<file path="src/rtl/small_cpu_pkg.sv">
// Shared opcode/sub-op encodings and FSM state type for the small CPU core.
package small_cpu_pkg;
  localparam logic [1:0] OP_SYS = 2'b00;
  localparam logic [1:0] OP_LD  = 2'b01;
  localparam logic [1:0] OP_ST  = 2'b10;
  localparam logic [1:0] OP_ADD = 2'b11;

  localparam logic [1:0] SUB_NOP  = 2'b00;
  localparam logic [1:0] SUB_HALT = 2'b01;
  localparam logic [1:0] SUB_JMP  = 2'b10;
  localparam logic [1:0] SUB_JZ   = 2'b11;

  typedef enum logic [1:0] {FETCH, EXEC, MEM, HALT} state_e;
endpackage

</file>
<file path="src/rtl/small_cpu_regfile.sv">
// 4-entry register file: two async read ports, one sync write port, async active-low clear.
module small_cpu_regfile #(
  parameter int DATA_W = 8
) (
  input  logic              clk,
  input  logic              rst_n,
  input  logic              we,
  input  logic [1:0]        waddr,
  input  logic [DATA_W-1:0] wdata,
  input  logic [1:0]        raddr_a,
  output logic [DATA_W-1:0] rdata_a,
  input  logic [1:0]        raddr_b,
  output logic [DATA_W-1:0] rdata_b
);
  logic [3:0][DATA_W-1:0] regs_q, regs_d;

  always_comb begin
    regs_d = regs_q;
    if (we) regs_d[waddr] = wdata;
  end

  always_ff @(posedge clk or negedge rst_n)
    if (!rst_n) regs_q <= '0;
    else        regs_q <= regs_d;

  assign rdata_a = regs_q[raddr_a];
  assign rdata_b = regs_q[raddr_b];
endmodule

</file>
<file path="src/rtl/small_cpu_core.sv">
// Multi-cycle 8-bit-instruction CPU core: FETCH/EXEC/MEM/HALT with req/ack memory ports.
// Define SMALL_CPU_CARRY_EN to make ADD consume and produce the carry flag.
module small_cpu_core
  import small_cpu_pkg::*;
#(
  parameter int DATA_W = 8,
  parameter int PC_W   = 8
) (
  input  logic              clk,
  input  logic              reset,
  output logic              imem_req,
  output logic [PC_W-1:0]   imem_addr,
  input  logic              imem_ack,
  input  logic [7:0]        imem_rdata,
  output logic              dmem_req,
  output logic              dmem_we,
  output logic [3:0]        dmem_addr,
  output logic [DATA_W-1:0] dmem_wdata,
  input  logic              dmem_ack,
  input  logic [DATA_W-1:0] dmem_rdata,
  output logic              halted,
  output logic              carry
);
  state_e            state_q, state_d;
  logic [PC_W-1:0]   pc_q, pc_d;
  logic [7:0]        ir_q, ir_d;
  logic              imem_req_q, imem_req_d;
  logic              dmem_req_q, dmem_req_d;
  logic              dmem_we_q, dmem_we_d;
  logic [3:0]        dmem_addr_q, dmem_addr_d;
  logic [DATA_W-1:0] dmem_wdata_q, dmem_wdata_d;
  logic              halted_q, halted_d;

  logic              rf_we;
  logic [1:0]        rf_waddr, rf_raddr_a;
  logic [DATA_W-1:0] rf_wdata, rd_a, rd_b, add_res;
  logic [1:0]        op, sub;
  logic signed [3:0] off4;
  logic [PC_W-1:0]   jmp_tgt;

  assign op      = ir_q[7:6];
  assign sub     = ir_q[5:4];
  assign off4    = ir_q[3:0];
  assign jmp_tgt = pc_q + PC_W'(off4);
  // Port A serves ADD's first operand, JZ's r3 test, and ST's source register.
  assign rf_raddr_a = (op == OP_ADD) ? ir_q[3:2] : (op == OP_SYS) ? 2'd3 : ir_q[5:4];

`ifdef SMALL_CPU_CARRY_EN
  logic carry_q, carry_d, add_co;
  assign {add_co, add_res} = {1'b0, rd_a} + {1'b0, rd_b} + {{DATA_W{1'b0}}, carry_q};
  assign carry = carry_q;
`else
  assign add_res = rd_a + rd_b;
  assign carry   = 1'b0;
`endif

  small_cpu_regfile #(.DATA_W(DATA_W)) u_rf (
    .clk(clk), .rst_n(reset), .we(rf_we), .waddr(rf_waddr), .wdata(rf_wdata),
    .raddr_a(rf_raddr_a), .rdata_a(rd_a), .raddr_b(ir_q[1:0]), .rdata_b(rd_b)
  );

  always_comb begin
    state_d      = state_q;
    pc_d         = pc_q;
    ir_d         = ir_q;
    imem_req_d   = imem_req_q;
    dmem_req_d   = dmem_req_q;
    dmem_we_d    = dmem_we_q;
    dmem_addr_d  = dmem_addr_q;
    dmem_wdata_d = dmem_wdata_q;
    halted_d     = halted_q;
    rf_we        = 1'b0;
    rf_waddr     = ir_q[5:4];
    rf_wdata     = dmem_rdata;
`ifdef SMALL_CPU_CARRY_EN
    carry_d      = carry_q;
`endif
    case (state_q)
      FETCH: begin
        imem_req_d = 1'b1;
        if (imem_req_q && imem_ack) begin
          ir_d       = imem_rdata;
          pc_d       = pc_q + 1'b1;
          imem_req_d = 1'b0;
          state_d    = EXEC;
        end
      end
      EXEC: begin
        state_d    = FETCH;
        imem_req_d = 1'b1;
        case (op)
          OP_SYS: case (sub)
            SUB_HALT: begin
              state_d    = HALT;
              imem_req_d = 1'b0;
              halted_d   = 1'b1;
            end
            SUB_JMP: pc_d = jmp_tgt;
            SUB_JZ:  if (rd_a == '0) pc_d = jmp_tgt;
            default: ;
          endcase
          OP_LD, OP_ST: begin
            state_d      = MEM;
            imem_req_d   = 1'b0;
            dmem_req_d   = 1'b1;
            dmem_we_d    = (op == OP_ST);
            dmem_addr_d  = ir_q[3:0];
            dmem_wdata_d = rd_a;
          end
          default: begin
            rf_we    = 1'b1;
            rf_waddr = 2'd3;
            rf_wdata = add_res;
`ifdef SMALL_CPU_CARRY_EN
            carry_d  = add_co;
`endif
          end
        endcase
      end
      MEM: begin
        if (dmem_req_q && dmem_ack) begin
          rf_we      = !dmem_we_q;
          dmem_req_d = 1'b0;
          dmem_we_d  = 1'b0;
          imem_req_d = 1'b1;
          state_d    = FETCH;
        end
      end
      default: ;
    endcase
  end

  always_ff @(posedge clk or negedge reset) begin
    if (!reset) begin
      state_q      <= FETCH;
      pc_q         <= '0;
      ir_q         <= '0;
      imem_req_q   <= 1'b0;
      dmem_req_q   <= 1'b0;
      dmem_we_q    <= 1'b0;
      dmem_addr_q  <= '0;
      dmem_wdata_q <= '0;
      halted_q     <= 1'b0;
`ifdef SMALL_CPU_CARRY_EN
      carry_q      <= 1'b0;
`endif
    end else begin
      state_q      <= state_d;
      pc_q         <= pc_d;
      ir_q         <= ir_d;
      imem_req_q   <= imem_req_d;
      dmem_req_q   <= dmem_req_d;
      dmem_we_q    <= dmem_we_d;
      dmem_addr_q  <= dmem_addr_d;
      dmem_wdata_q <= dmem_wdata_d;
      halted_q     <= halted_d;
`ifdef SMALL_CPU_CARRY_EN
      carry_q      <= carry_d;
`endif
    end
  end

  assign imem_req   = imem_req_q;
  assign imem_addr  = pc_q;
  assign dmem_req   = dmem_req_q;
  assign dmem_we    = dmem_we_q;
  assign dmem_addr  = dmem_addr_q;
  assign dmem_wdata = dmem_wdata_q;
  assign halted     = halted_q;
endmodule

</file>
<file path="config.mk">
export PLATFORM = sky130hd
export DESIGN_NAME = small_cpu_core
export DESIGN_NICKNAME = d
export VERILOG_FILES = /design/src/rtl/small_cpu_pkg.sv /design/src/rtl/small_cpu_regfile.sv /design/src/rtl/small_cpu_core.sv
export SDC_FILE = /design/constraint.sdc
export NUM_CORES = 1
export LEC_CHECK = 0
export ABC_CLOCK_PERIOD_IN_PS = 3400
export CAP_MARGIN = 25
export CORE_MARGIN = 1
export CORE_UTILIZATION = 51
export CTS_BUF_LIST = sky130_fd_sc_hd__clkbuf_16
export DETAILED_ROUTE_END_ITERATION = 8
export PLACE_DENSITY = 0.77
export SLEW_MARGIN = 40
export SYNTH_ARGS = -nofsm -noshare
export SYNTH_HDL_FRONTEND = slang
export SYNTH_HIERARCHICAL = 1
export SYNTH_SLANG_ARGS = --single-unit
</file>
<file path="constraint.sdc">
create_clock -name clk -period 3.4 [get_ports clk]
set_clock_uncertainty 0.15 [all_clocks]
set_input_delay 0.85 -clock clk [delete_from_list [all_inputs] [get_ports clk]]
set_output_delay 0.85 -clock clk [all_outputs]
set_load 0.1 [all_outputs]
</file>
==> key figures <==
Clocking
  • Clock Tree Root: clkbuf_16
  • CTS max path bufs: 2
  • Num Clock Sinks: 66
  • Worst-Skew Late Latency: 0.33 ns
  • TritonCTS Buffers: 9
  • CTS H-tree lvls: 3
  • Worst-path clk slew: 0.06 ns
  • CTS Hold Bufs: 0
  • TritonCTS clock tree: done

Setup path
  • CP Max Fanout: 4
  • Crit-path most repeated cell: ha_4
  • Reg-to-Reg End: u_rf/regs_q[5]
  • Reg2reg setup slack: -0.19 ns
  • Slowest stage cell, crit path: mux4_2
  • Crit path DAT: 3.71 ns
  • Startpoint Class: flip-flop
  • Worst-path cell chain: inv_2 -> ha_4 -> nor2_1 -> o21ai_1 -> buf_4 -> mux4_2 -> buf_6 -> ha_4 -> a21o_1 -> a21oi_2 -> o21ai_2 -> a21oi_1 -> xor2_1 -> o21ai_0 -> mux2_2
  • Data required, critical path: 3.52 ns
  • WS Path Type: flip-flop to flip-flop
  • Reg-to-reg startpoint: ir_q[6]
  • Critical Path End Type: flip-flop
  • R2r worst-path depth: 15
  • Max stage delay on crit path: 0.54 ns

Cells and area
  • Layout cell share with drive strength beyond 1: 44.07%
  • Area grow syn2layout: 32.25%
  • # fillers: 495
  • Ant diodes: 0
  • Final Non-Filler Cells: 512
  • Most common cell after layout, fill and taps aside: dfrtp_1
  • Layout net count: 448
  • Commonest cells after routing, fill and taps aside: 66 x dfrtp_1, 58 x buf_4, 48 x mux2_2

Flow run
  • Max-capacitance violation count: 0

Synth
  • EDFF count, synth: 0
  • Synth warnings: 6
  • Largest cells by area after synthesis: dfrtp_1 42%, mux2_2 15%, mux4_2 9.1%
  • Post-synthesis sequential area ratio: 41.86%
  • Async set-reset flop share out of synthesis: 100.0%
  • Mean post-synth cell area: 11.95 um^2
  • Mapped Cells: 330
  • Ys flop type: dfrtp_1
  • Number of synthesized register bits: 66
  • Top cell type's share of synthesized area: 41.86%
  • Synth Cell Area: 3945 um^2
  • Unique masters post-synth: 53
  • Area leader, netlist: dfrtp_1
  • Post-Syn Nets: 370

Place
  • Inst Count DP: 481
  • Final GP Congestion: 0.8615
  • IO Port Bufs: 43
  • DP HPWL: 6397 um

Timing
  • Rel. slew slack: 57.05%
  • Finish-stage setup viols: 15
  • Final hold violation count: 0
  • Worst-margin pin slew: 0.6427 ns
  • Tcrit/Tclk final: 105.6%
  • Count of final max-slew check failures: 0
  • Post-layout worst setup margin: -0.1905 ns
  • Max Clk Rate: 278.5 MHz
  • Hold_ws: 0.3109 ns
  • RSZ-0062 raised after global routing: yes
  • Final min period: 3.591 ns
  • Total negative slack: -1.497 ns

Hold path
  • Hold WC Path Type: flip-flop to flip-flop
  • Hold Path End: imem_addr[7]
  • Min-Delay Startpoint: imem_addr[7]
  • Worst Hold Depth: 1

Drt
  • Routed WL: 9631 um
  • 1st-pass router iterations: 4
  • DR vias: 3026
  • Wire length per cell: 18.81 um
  • Routed vias/inst: 5.910
  • Initial detailed-routing violation count: 184
  • Residual DRC: 0
  • DRT antenna net count: 0

Floorplan
  • Core Region: 7370 um^2
  • DIE AREA: 8091 um^2
  • Num rows: 31
  • Die X: 89.95 um
  • Die Ht: 89.95 um
  • Ports: 45
  • Initial core utilization: 53.53%

GRT
  • First-pass GRT wire length: 15250 um
  • Initial antenna violation count: 0
  • Total GRT Usage: 24.26%
  • Number of global-route vias before repair: 3001
  • Global route overflow: 0
  • Pin count of the biggest net entering global routing: 37

Status
  • Failing checks: negative setup slack
  • Status: finished, violations left
==> layout make-up <==
cell class | count | area, um^2 | area share [%]
tap | 99 | 123.9 | 2.374
multi-input combinational | 234 | 2344 | 44.92
inverter | 16 | 62.56 | 1.199
clock inverter | 7 | 117.6 | 2.254
clock buffer | 9 | 225.2 | 4.317
sequential | 66 | 1652 | 31.65
timing repair buffer | 81 | 693.2 | 13.29
==> critical path, delay by kind of cell (launching register included) <==
kind,cells,cell delay (ns)
and+or+nand+nor,1,0.05
DFF,1,0.41
xor gates and xnor gates,1,0.10
buffers and inverters,3,0.43
muxes,2,0.81
adders and majority gates,2,0.32
AOI/OAI and AO/OA,6,1.28
==> cells in the mapped netlist (5+ instances only) <==
| master | count |
|---|---|
| dfrtp_1 | 66 |
| mux2_2 | 53 |
| nand2_1 | 24 |
| ha_1 | 18 |
| inv_1 | 16 |
| mux4_2 | 16 |
| o21ai_0 | 15 |
| nor2_1 | 12 |
| a21oi_1 | 10 |
| xnor2_1 | 10 |
| buf_2 | 7 |
| a21boi_0 | 5 |
| nor3_1 | 5 |
==> per-stage QoR <==
step	worst slack, ns	area, um^2	utilization [%]
2_1_floorplan	0.03050	3953	-
6_report	-0.1905	5218	70.80
5_1_grt	-0.3413	5218	70.80
3_5_place_dp	-0.09448	4536	61.55
3_3_place_gp	-0.02891	4536	61.55
4_1_cts	0.004086	5010	67.98
==> kinds of logic (layout without fill, tap and decap cells) <==
| logic type | after synthesis | count (layout) | synth area share (%) |
|---|---|---|---|
| XOR/XNOR | 13 | 13 | 2.886 |
| AO/OA/AOI/OAI | 57 | 57 | 10.12 |
| buffers and inverters | 30 | 113 | 3.457 |
| adder cells (fa/ha/maj) | 20 | 20 | 6.724 |
| AND/OR/NAND/NOR | 70 | 70 | 9.546 |
| multiplexers | 73 | 73 | 25.31 |
| flip-flops | 66 | 66 | 41.86 |
| other | 1 | 1 | 0.09506 |
==> repair_timing <==
action,in CTS,in global routing
buffers inserted,8,8
endpoints found under the hold margin,0,0
pin swaps,9,21
setup endpoints to repair,12,28
gates resized for setup,13,31
==> layer usage <==
layer	part of all wire [%]	global-route usage, %	vias to the layer above	routed length [um]
met2	50	38.78	117	4806
met4	2.4	11.02	0	229
met1	43	32.94	1515	4101
met5	0	0	-	0
li1	-	-	1372	-
met3	5.1	3.553	22	494
==> worst max path at each step <==
stage	startpoint	endpoint	slack (ns)	cells past startpoint
floorplan	ir_q[6]	u_rf/regs_q[6]	0.03	16
global placement	ir_q[6]	imem_addr[0]	-0.03	13
detailed placement	ir_q[6]	u_rf/regs_q[14]	-0.09	16
CTS	ir_q[6]	imem_addr[0]	0.004	13
global route	ir_q[7]	u_rf/regs_q[14]	-0.34	16
finish	ir_q[6]	u_rf/regs_q[5]	-0.19	15
==> flip-flops by register name, indices dropped and copies added (netlist names) <==
signal,count
halted,1
dmem_we,1
dmem_addr,4
dmem_req,1
imem_req,1
ir_q,8
u_rf/regs_q,32
imem_addr,8
dmem_wdata,8
state_q,2
Power is not shown: default switching activity piles up to over one toggle a cycle in this logic, so the estimate is an artifact.
